$ cat config.mk
export PLATFORM = sky130hd
export DESIGN_NAME = byte_regfile
export DESIGN_NICKNAME = d
export VERILOG_FILES = /design/src/rtl/byte_regfile_pkg.sv /design/src/rtl/byte_regfile_ctrl.sv /design/src/rtl/byte_regfile.sv
export SDC_FILE = /design/constraint.sdc
export NUM_CORES = 1
export LEC_CHECK = 0
export CORE_ASPECT_RATIO = 2
export CORE_MARGIN = 2
export CORE_UTILIZATION = 44
export CTS_CLUSTER_DIAMETER = 200
export DETAILED_ROUTE_END_ITERATION = 8
export GPL_TIMING_DRIVEN = 0
export PLACE_DENSITY = 0.69
export SLEW_MARGIN = 15
export SYNTH_ARGS = -nofsm -noshare
export SYNTH_HDL_FRONTEND = slang
export SYNTH_SLANG_ARGS = --single-unit
$ cat constraint.sdc
create_clock -name clk -period 2.7 [get_ports clk]
set_clock_uncertainty 0.2 [all_clocks]
set_input_delay 0.54 -clock clk [delete_from_list [all_inputs] [get_ports clk]]
set_output_delay 0.54 -clock clk [all_outputs]
set_load 0.02 [all_outputs]
$ cat src/rtl/byte_regfile_pkg.sv
// byte_regfile_pkg
// Shared types for the byte-serial register file: controller state encoding
// and the command operation type decoded from the wr_n strobe.
package byte_regfile_pkg;

  typedef enum logic [1:0] {
    IDLE     = 2'd0,
    WR_BURST = 2'd1,
    RD_BURST = 2'd2
  } state_t;

  typedef enum logic {
    OP_WR = 1'b0,
    OP_RD = 1'b1
  } op_t;

  // wr_n low selects a write burst, high a read burst.
  function automatic op_t decode_op(input logic wr_n);
    return wr_n ? OP_RD : OP_WR;
  endfunction

endpackage

$ cat src/rtl/byte_regfile_ctrl.sv
// byte_regfile_ctrl
// Burst controller for byte_regfile: accepts a command when valid_i && ready_o,
// latches the register index, sequences the beat counter and produces the
// per-cycle storage strobes.
//   clk, rst_n         clock / async active-low reset
//   valid_i, wr_n      command request and direction (sampled at accept)
//   addr_i             register index (sampled at accept)
//   ready_o            registered idle indication
//   wr_en, wr_addr,    byte write strobe, target register and byte lane for
//   wr_beat              the current cycle (accept cycle carries beat 0)
//   rd_en, rd_addr,    read strobe and byte lane to be loaded into the
//   rd_beat              registered read output at the coming edge
module byte_regfile_ctrl
  import byte_regfile_pkg::*;
#(
  parameter int REG_BYTES = 4,
  parameter int ADDR_W    = 3,
  parameter int BEAT_W    = 2
) (
  input  logic              clk,
  input  logic              rst_n,
  input  logic              valid_i,
  input  logic              wr_n,
  input  logic [ADDR_W-1:0] addr_i,
  output logic              ready_o,
  output logic              wr_en,
  output logic [ADDR_W-1:0] wr_addr,
  output logic [BEAT_W-1:0] wr_beat,
  output logic              rd_en,
  output logic [ADDR_W-1:0] rd_addr,
  output logic [BEAT_W-1:0] rd_beat
);

  localparam logic [BEAT_W-1:0] LAST_BEAT = BEAT_W'(REG_BYTES - 1);

  state_t            state_r;
  logic [BEAT_W-1:0] beat_r;
  logic [ADDR_W-1:0] addr_r;
  logic              ready_r;
  logic              accept_s;

  assign accept_s = valid_i && ready_r;
  assign ready_o  = ready_r;

  // Storage strobes: the accept cycle uses the live address; bursts use the latch.
  // Reads are loaded one beat ahead because data_o is registered.
  always_comb begin
    wr_en   = 1'b0;
    wr_addr = addr_r;
    wr_beat = beat_r;
    rd_en   = 1'b0;
    rd_addr = addr_r;
    rd_beat = beat_r + BEAT_W'(1);
    case (state_r)
      IDLE: begin
        if (accept_s) begin
          if (decode_op(wr_n) == OP_WR) begin
            wr_en   = 1'b1;
            wr_addr = addr_i;
            wr_beat = {BEAT_W{1'b0}};
          end else begin
            rd_en   = 1'b1;
            rd_addr = addr_i;
            rd_beat = {BEAT_W{1'b0}};
          end
        end else begin
          wr_en = 1'b0;
          rd_en = 1'b0;
        end
      end
      WR_BURST: begin
        wr_en = 1'b1;
      end
      RD_BURST: begin
        if (beat_r != LAST_BEAT) begin
          rd_en = 1'b1;
        end else begin
          rd_en = 1'b0;
        end
      end
      default: begin
        wr_en = 1'b0;
        rd_en = 1'b0;
      end
    endcase
  end

  // FSM, beat counter, address latch and registered ready.
  // A write's beat 0 happens in the accept cycle, so the write burst state
  // starts at beat 1; a read burst starts at beat 0 one cycle after accept.
  always_ff @(posedge clk or negedge rst_n) begin
    if (!rst_n) begin
      state_r <= IDLE;
      beat_r  <= {BEAT_W{1'b0}};
      addr_r  <= {ADDR_W{1'b0}};
      ready_r <= 1'b0;
    end else begin
      case (state_r)
        IDLE: begin
          if (accept_s) begin
            addr_r  <= addr_i;
            ready_r <= 1'b0;
            if (decode_op(wr_n) == OP_WR) begin
              state_r <= WR_BURST;
              beat_r  <= BEAT_W'(1);
            end else begin
              state_r <= RD_BURST;
              beat_r  <= {BEAT_W{1'b0}};
            end
          end else begin
            ready_r <= 1'b1;
          end
        end
        WR_BURST, RD_BURST: begin
          if (beat_r == LAST_BEAT) begin
            state_r <= IDLE;
            beat_r  <= {BEAT_W{1'b0}};
            ready_r <= 1'b1;
          end else begin
            beat_r  <= beat_r + BEAT_W'(1);
          end
        end
        default: begin
          state_r <= IDLE;
          beat_r  <= {BEAT_W{1'b0}};
          ready_r <= 1'b0;
        end
      endcase
    end
  end

endmodule

$ cat src/rtl/byte_regfile.sv
// byte_regfile
// Parametrised byte-serial register file. A command is accepted when
// valid_i && ready_o; a burst then moves REG_BYTES bytes little-endian
// (beat k is bits [k*DATA_W +: DATA_W]) into or out of one register.
//   clk, rst_n   clock / async active-low reset (clears all registers)
//   valid_i      command request
//   wr_n         0 = write burst, 1 = read burst
//   addr_i       register index
//   data_i       write byte (beat 0 in the accept cycle)
//   ready_o      idle, able to accept (registered)
//   data_o       read byte, zero when rvalid_o is low (registered)
//   rvalid_o     data_o carries a read byte (registered)
// Build option BYTE_REGFILE_WR_CNT_EN: the last register becomes a read-only
// count of completed write bursts to the other registers.
module byte_regfile
  import byte_regfile_pkg::*;
#(
  parameter int NUM_REGS  = 8,
  parameter int REG_BYTES = 4,
  parameter int DATA_W    = 8,
  parameter int ADDR_W    = $clog2(NUM_REGS)
) (
  input  logic              clk,
  input  logic              rst_n,
  input  logic              valid_i,
  input  logic              wr_n,
  input  logic [ADDR_W-1:0] addr_i,
  input  logic [DATA_W-1:0] data_i,
  output logic              ready_o,
  output logic [DATA_W-1:0] data_o,
  output logic              rvalid_o
);

  localparam int BEAT_W = $clog2(REG_BYTES);
  localparam int REG_W  = REG_BYTES * DATA_W;

  logic [REG_W-1:0]  regs_r [NUM_REGS];
  logic [DATA_W-1:0] data_r;
  logic              rvalid_r;

  logic              wr_en_s;
  logic [ADDR_W-1:0] wr_addr_s;
  logic [BEAT_W-1:0] wr_beat_s;
  logic              rd_en_s;
  logic [ADDR_W-1:0] rd_addr_s;
  logic [BEAT_W-1:0] rd_beat_s;
  logic [DATA_W-1:0] rd_byte_s;

  byte_regfile_ctrl #(
    .REG_BYTES (REG_BYTES),
    .ADDR_W    (ADDR_W),
    .BEAT_W    (BEAT_W)
  ) u_ctrl (
    .clk     (clk),
    .rst_n   (rst_n),
    .valid_i (valid_i),
    .wr_n    (wr_n),
    .addr_i  (addr_i),
    .ready_o (ready_o),
    .wr_en   (wr_en_s),
    .wr_addr (wr_addr_s),
    .wr_beat (wr_beat_s),
    .rd_en   (rd_en_s),
    .rd_addr (rd_addr_s),
    .rd_beat (rd_beat_s)
  );

`ifdef BYTE_REGFILE_WR_CNT_EN
  localparam logic [ADDR_W-1:0] CNT_IDX   = ADDR_W'(NUM_REGS - 1);
  localparam logic [BEAT_W-1:0] LAST_BEAT = BEAT_W'(REG_BYTES - 1);

  logic wr_last_s;
  logic wr_store_s;

  // Final beat of a write burst; REG_BYTES >= 2 keeps this out of the accept cycle.
  assign wr_last_s  = wr_en_s && (wr_beat_s == LAST_BEAT);
  assign wr_store_s = wr_addr_s != CNT_IDX;

  // Storage: byte-lane writes to ordinary registers, counter bumped on
  // completion of a counted burst; the counter register itself is read-only.
  always_ff @(posedge clk or negedge rst_n) begin
    if (!rst_n) begin
      for (int i = 0; i < NUM_REGS; i++) begin
        regs_r[i] <= {REG_W{1'b0}};
      end
    end else begin
      if (wr_en_s && wr_store_s) begin
        regs_r[wr_addr_s][wr_beat_s*DATA_W +: DATA_W] <= data_i;
      end
      if (wr_last_s && wr_store_s) begin
        regs_r[CNT_IDX] <= regs_r[CNT_IDX] + REG_W'(1);
      end
    end
  end
`else
  // Storage: byte-lane writes into any register.
  always_ff @(posedge clk or negedge rst_n) begin
    if (!rst_n) begin
      for (int i = 0; i < NUM_REGS; i++) begin
        regs_r[i] <= {REG_W{1'b0}};
      end
    end else begin
      if (wr_en_s) begin
        regs_r[wr_addr_s][wr_beat_s*DATA_W +: DATA_W] <= data_i;
      end
    end
  end
`endif

  // Read mux: selected byte lane of the selected register.
  always_comb begin
    rd_byte_s = regs_r[rd_addr_s][rd_beat_s*DATA_W +: DATA_W];
  end

  // Registered read output; data is forced to zero whenever no byte is valid.
  always_ff @(posedge clk or negedge rst_n) begin
    if (!rst_n) begin
      data_r   <= {DATA_W{1'b0}};
      rvalid_r <= 1'b0;
    end else begin
      if (rd_en_s) begin
        data_r   <= rd_byte_s;
        rvalid_r <= 1'b1;
      end else begin
        data_r   <= {DATA_W{1'b0}};
        rvalid_r <= 1'b0;
      end
    end
  end

  assign data_o   = data_r;
  assign rvalid_o = rvalid_r;

endmodule
==> reports/qor.txt <==
CP Capture Type: flop
Die Ht: 244.9 microns
Largest family of logic cells by synthesized area: multiplexers
Reg2Reg Depth: 11
Vias in the first global route: 10140
Tmin final: 3.107 ns
Worst-path fanout max: 10
Simple-gate portion of the synthesized area: 12.26%
Sw Share: 38.98%
Syn Area/Cell: 10.82 sq um
H-tree Lvls: 1
Max VDD drop: 0.0005939 V
Critical R2R Launch: u_ctrl.state_r[1]
Final worst slack: -0.4068 ns
Buffers on Ports: 24
Number of enable flip-flop cells after synthesis: 0
Synth warn: 0
Critical path's slowest cell: dfrtp_1
Internal: 9.261 mW
Leak: 6.955 nW
Die width: 124.4 microns
Max Cap Viol: 0
Core area: 28740 sq um
Failing checks: setup timing
DRT antenna net count: 0
Pre-antenna DRT Iters: 5
Total Power: 15.18 mW
Async set or reset register ratio after synthesis: 100.0%
GRT Total Usage: 25.76%
Post-route cell area: 15830 sq um
WP buf/inv: 3
Clock-pin slew on the worst setup and hold paths: 0.07 ns
Worst Hold Class: reg2reg
Row cnt: 88
Area grow syn2layout: 24.05%
Vias per Instance: 6.000
Worst EP required: 2.88 ns
Initial antenna violation count: 0
Crit path DAT: 3.28 ns
DRC violation total after the first TritonRoute iteration: 813
Main synth FF type: dfrtp_1
Top delay family on crit path: multiplexers
CTS tree: yes
Worst-Skew Late Latency: 0.54 ns
Mux cell area share after synthesis: 19.32%
Outcome: finished, violations left
First-pass GRT wire length: 60.15 mm
Synth unique cells: 42
Hold path depth: 2
TritonCTS buffer count: 24
Avg WL per Cell: 24.14 microns
Adder-cell area share of the yosys netlist: 0.9803%
R2r setup slk: -0.41 ns
Post-Syn Instances: 1180
Slowest stage delay, CP: 0.40 ns
Post-synthesis compound-gate area fraction: 11.69%
Post-Syn Nets: 1205
Worst slew pin tran: 0.8194 ns
Initial Util: 44.41%
Hold Crit Start: regs_r[28]
Fillers: 2356
Critical path, cell by cell: inv_2 -> ha_4 -> nand4_4 -> buf_4 -> mux2_4 -> buf_4 -> mux4_2 -> nand2_2 -> o211ai_1 -> o41ai_2 -> o32ai_2
Post-Syn Area: 12760 sq um
Clk pwr share: 24.2%
# IOs: 25
Layout cells sized above 1: 33.20%
Slew HR: 45.37%
Crit start category: flop
Final Setup Violations: 103
Number of clock sinks: 273
Setup CP Type: reg2reg
GPL Wtd Cong: 0.9617
DR vias: 9930
Pin count of the biggest net entering global routing: 98
Final Slew Violations: 0
CTS Buffer Depth: 3
DP HPWL: 27.70 mm
Clock Tree Root: clkbuf_16
Die area: 30470 sq um
Psw: 5.915 mW
Crit share post-route: 115.1%
Area share of xor/xnor cells in the synthesized design: 0%
# nets final: 1302
Hold endpoint: regs_r[28]
Routed wire length: 39.95 mm
Ant diodes: 0
Multi-input logic area: 6366 sq um
#FFs+latches synth: 273
Logic pwr share: 43.5%
Register area: 6832 sq um
Cell mode on critical path: buf_4
RSZ-0062 raised after global routing: true
CP Depth: 11
Sequential Power Share: 32.3%
Congestion Overflow GR: 0
Max Clk Rate: 321.9 MHz
Hold Fails Final Rpt: 0
Pwr/cell area: 958.5 nW/um^2
Seq/Total Area, Yosys: 53.52%
Post-route DRC: 0
Area after DPL: 13550 sq um
RR Endpoint: data_o[5]
==> synthesized netlist by cell type, types with 2 or more instances <==
cell / instances / area share, %
dfrtp_1: 273 / 54
nand2_1: 260 / 7.6
o21ai_0: 153 / 6.0
mux2_2: 144 / 13
mux2i_1: 68 / 5.3
and2_1: 38 / 1.9
clkbuf_1: 36 / 1.1
a21oi_1: 32 / 1.3
o22ai_1: 25 / 1.2
nor2_2: 16 / 0.78
buf_2: 13 / 0.51
a221oi_1: 12 / 0.82
nor2_1: 12 / 0.35
a211oi_1: 10 / 0.59
ha_1: 10 / 0.98
inv_1: 7 / 0.21
nor4_1: 7 / 0.34
mux4_2: 6 / 1.1
o32ai_1: 6 / 0.41
a31oi_1: 5 / 0.25
buf_6: 5 / 0.44
nand2b_1: 5 / 0.25
nand3_1: 5 / 0.20
o31ai_1: 5 / 0.29
or2_2: 3 / 0.15
and3_1: 2 / 0.098
nand4b_1: 2 / 0.14
nor2b_1: 2 / 0.098
nor3_1: 2 / 0.078
o211ai_1: 2 / 0.12
o221ai_1: 2 / 0.14
o41ai_2: 2 / 0.25
==> per-stage QoR <==
step                hold slack [ns]  setup TNS, ns  setup WS (ns)  cells  util, %
floorplan                   0.04441              0       0.003702   1180        -
global placement             0.2614       -3089.69         -10.36   1564    46.94
detailed placement           0.2698        -279.16         -1.525   1566    47.15
CTS                          0.2843         -9.425        -0.2383   1638    53.31
global route                 0.3061         -19.11        -0.4571   1655    55.09
finish                       0.2791         -12.23        -0.4068   1655    55.09
==> power by group through the flow <==
stage               registers [mW]  clock network, mW  logic, mW
finish                        4.89               3.68       6.60
global route                  4.94               3.87       6.79
CTS                           4.83               3.70       5.75
detailed placement            4.91                  0       4.69
global placement              4.89                  0       4.62
floorplan                     4.90                  0       2.82
==> area by class of cell <==
cell class,count,area share (%)
Buffer,42,2.466
Clock buffer,35,4.441
Clock inverter,9,0.8140
Inverter,7,0.1660
Multi-Input combinational cell,846,40.21
Sequential cell,273,43.15
Tap cell,360,2.845
Timing Repair Buffer,83,5.911
==> worst max-delay path by stage <==
stage                                 start     endpoint
after global routing      u_ctrl.state_r[1]    data_o[5]
final                     u_ctrl.state_r[1]    data_o[5]
after global placement                rst_n  regs_r[106]
after CTS                 u_ctrl.state_r[1]    data_o[5]
after detailed placement            valid_i    data_o[3]
after floorplan           u_ctrl.state_r[1]  regs_r[253]
==> repair_timing <==
item,in CTS,in global routing
setup buffers,34,21
resized for setup,175,155
pin swaps,24,38
hold buffers,1,0
setup endpoints to repair,264,264
endpoints found under the hold margin,83,0
cloned,1,0
==> routing by layer <==
layer | vias up | track usage [%] | routed length, microns
li1 | 4380 | - | -
met1 | 4958 | 26.32 | 13100
met2 | 422 | 47.49 | 21040
met3 | 170 | 3.814 | 2228
met4 | 0 | 18.31 | 3585
met5 | - | 0 | 0
==> kinds of logic (layout without fill, tap and decap cells) <==
family                     after synthesis  count (layout)
and+or+nand+nor                        357             357
DFF                                    273             273
AOI/OAI and AO/OA                      259             259
muxes                                  220             220
buffers and inverters                   61             176
adders and majority gates               10              10
==> worst reg2reg max path, stage by stage, from the launching register on <==
cell,delay [ns]
dfrtp_1,0.40
inv_2,0.09
ha_4,0.15
nand4_4,0.14
buf_4,0.20
mux2_4,0.32
buf_4,0.31
mux4_2,0.35
nand2_2,0.09
o211ai_1,0.32
o41ai_2,0.21
o32ai_2,0.14
==> layout by cell type (no fill, tap or decap), types with 14 or more instances in the layout <==
cell type,instances
o21ai_1,71
dfrtp_1,273
clkbuf_16,25
nor2_4,21
o22ai_1,16
mux2_2,141
buf_6,14
and2_1,22
nand2_1,222
mux2i_1,63
buf_4,46
and2_4,14
nand2_2,34
a21oi_1,30
clkdlybuf4s50_1,23
o21ai_0,77
buf_12,19
==> sequential cells by signal, summed over array words and instances (netlist names) <==
register	flops
regs_r	256
data_o	8
u_ctrl.addr_r	3
u_ctrl.beat_r	2
u_ctrl.state_r	2
rvalid_o	1
u_ctrl.ready_o	1
No activity file was read; power rests on OpenSTA's default activity.
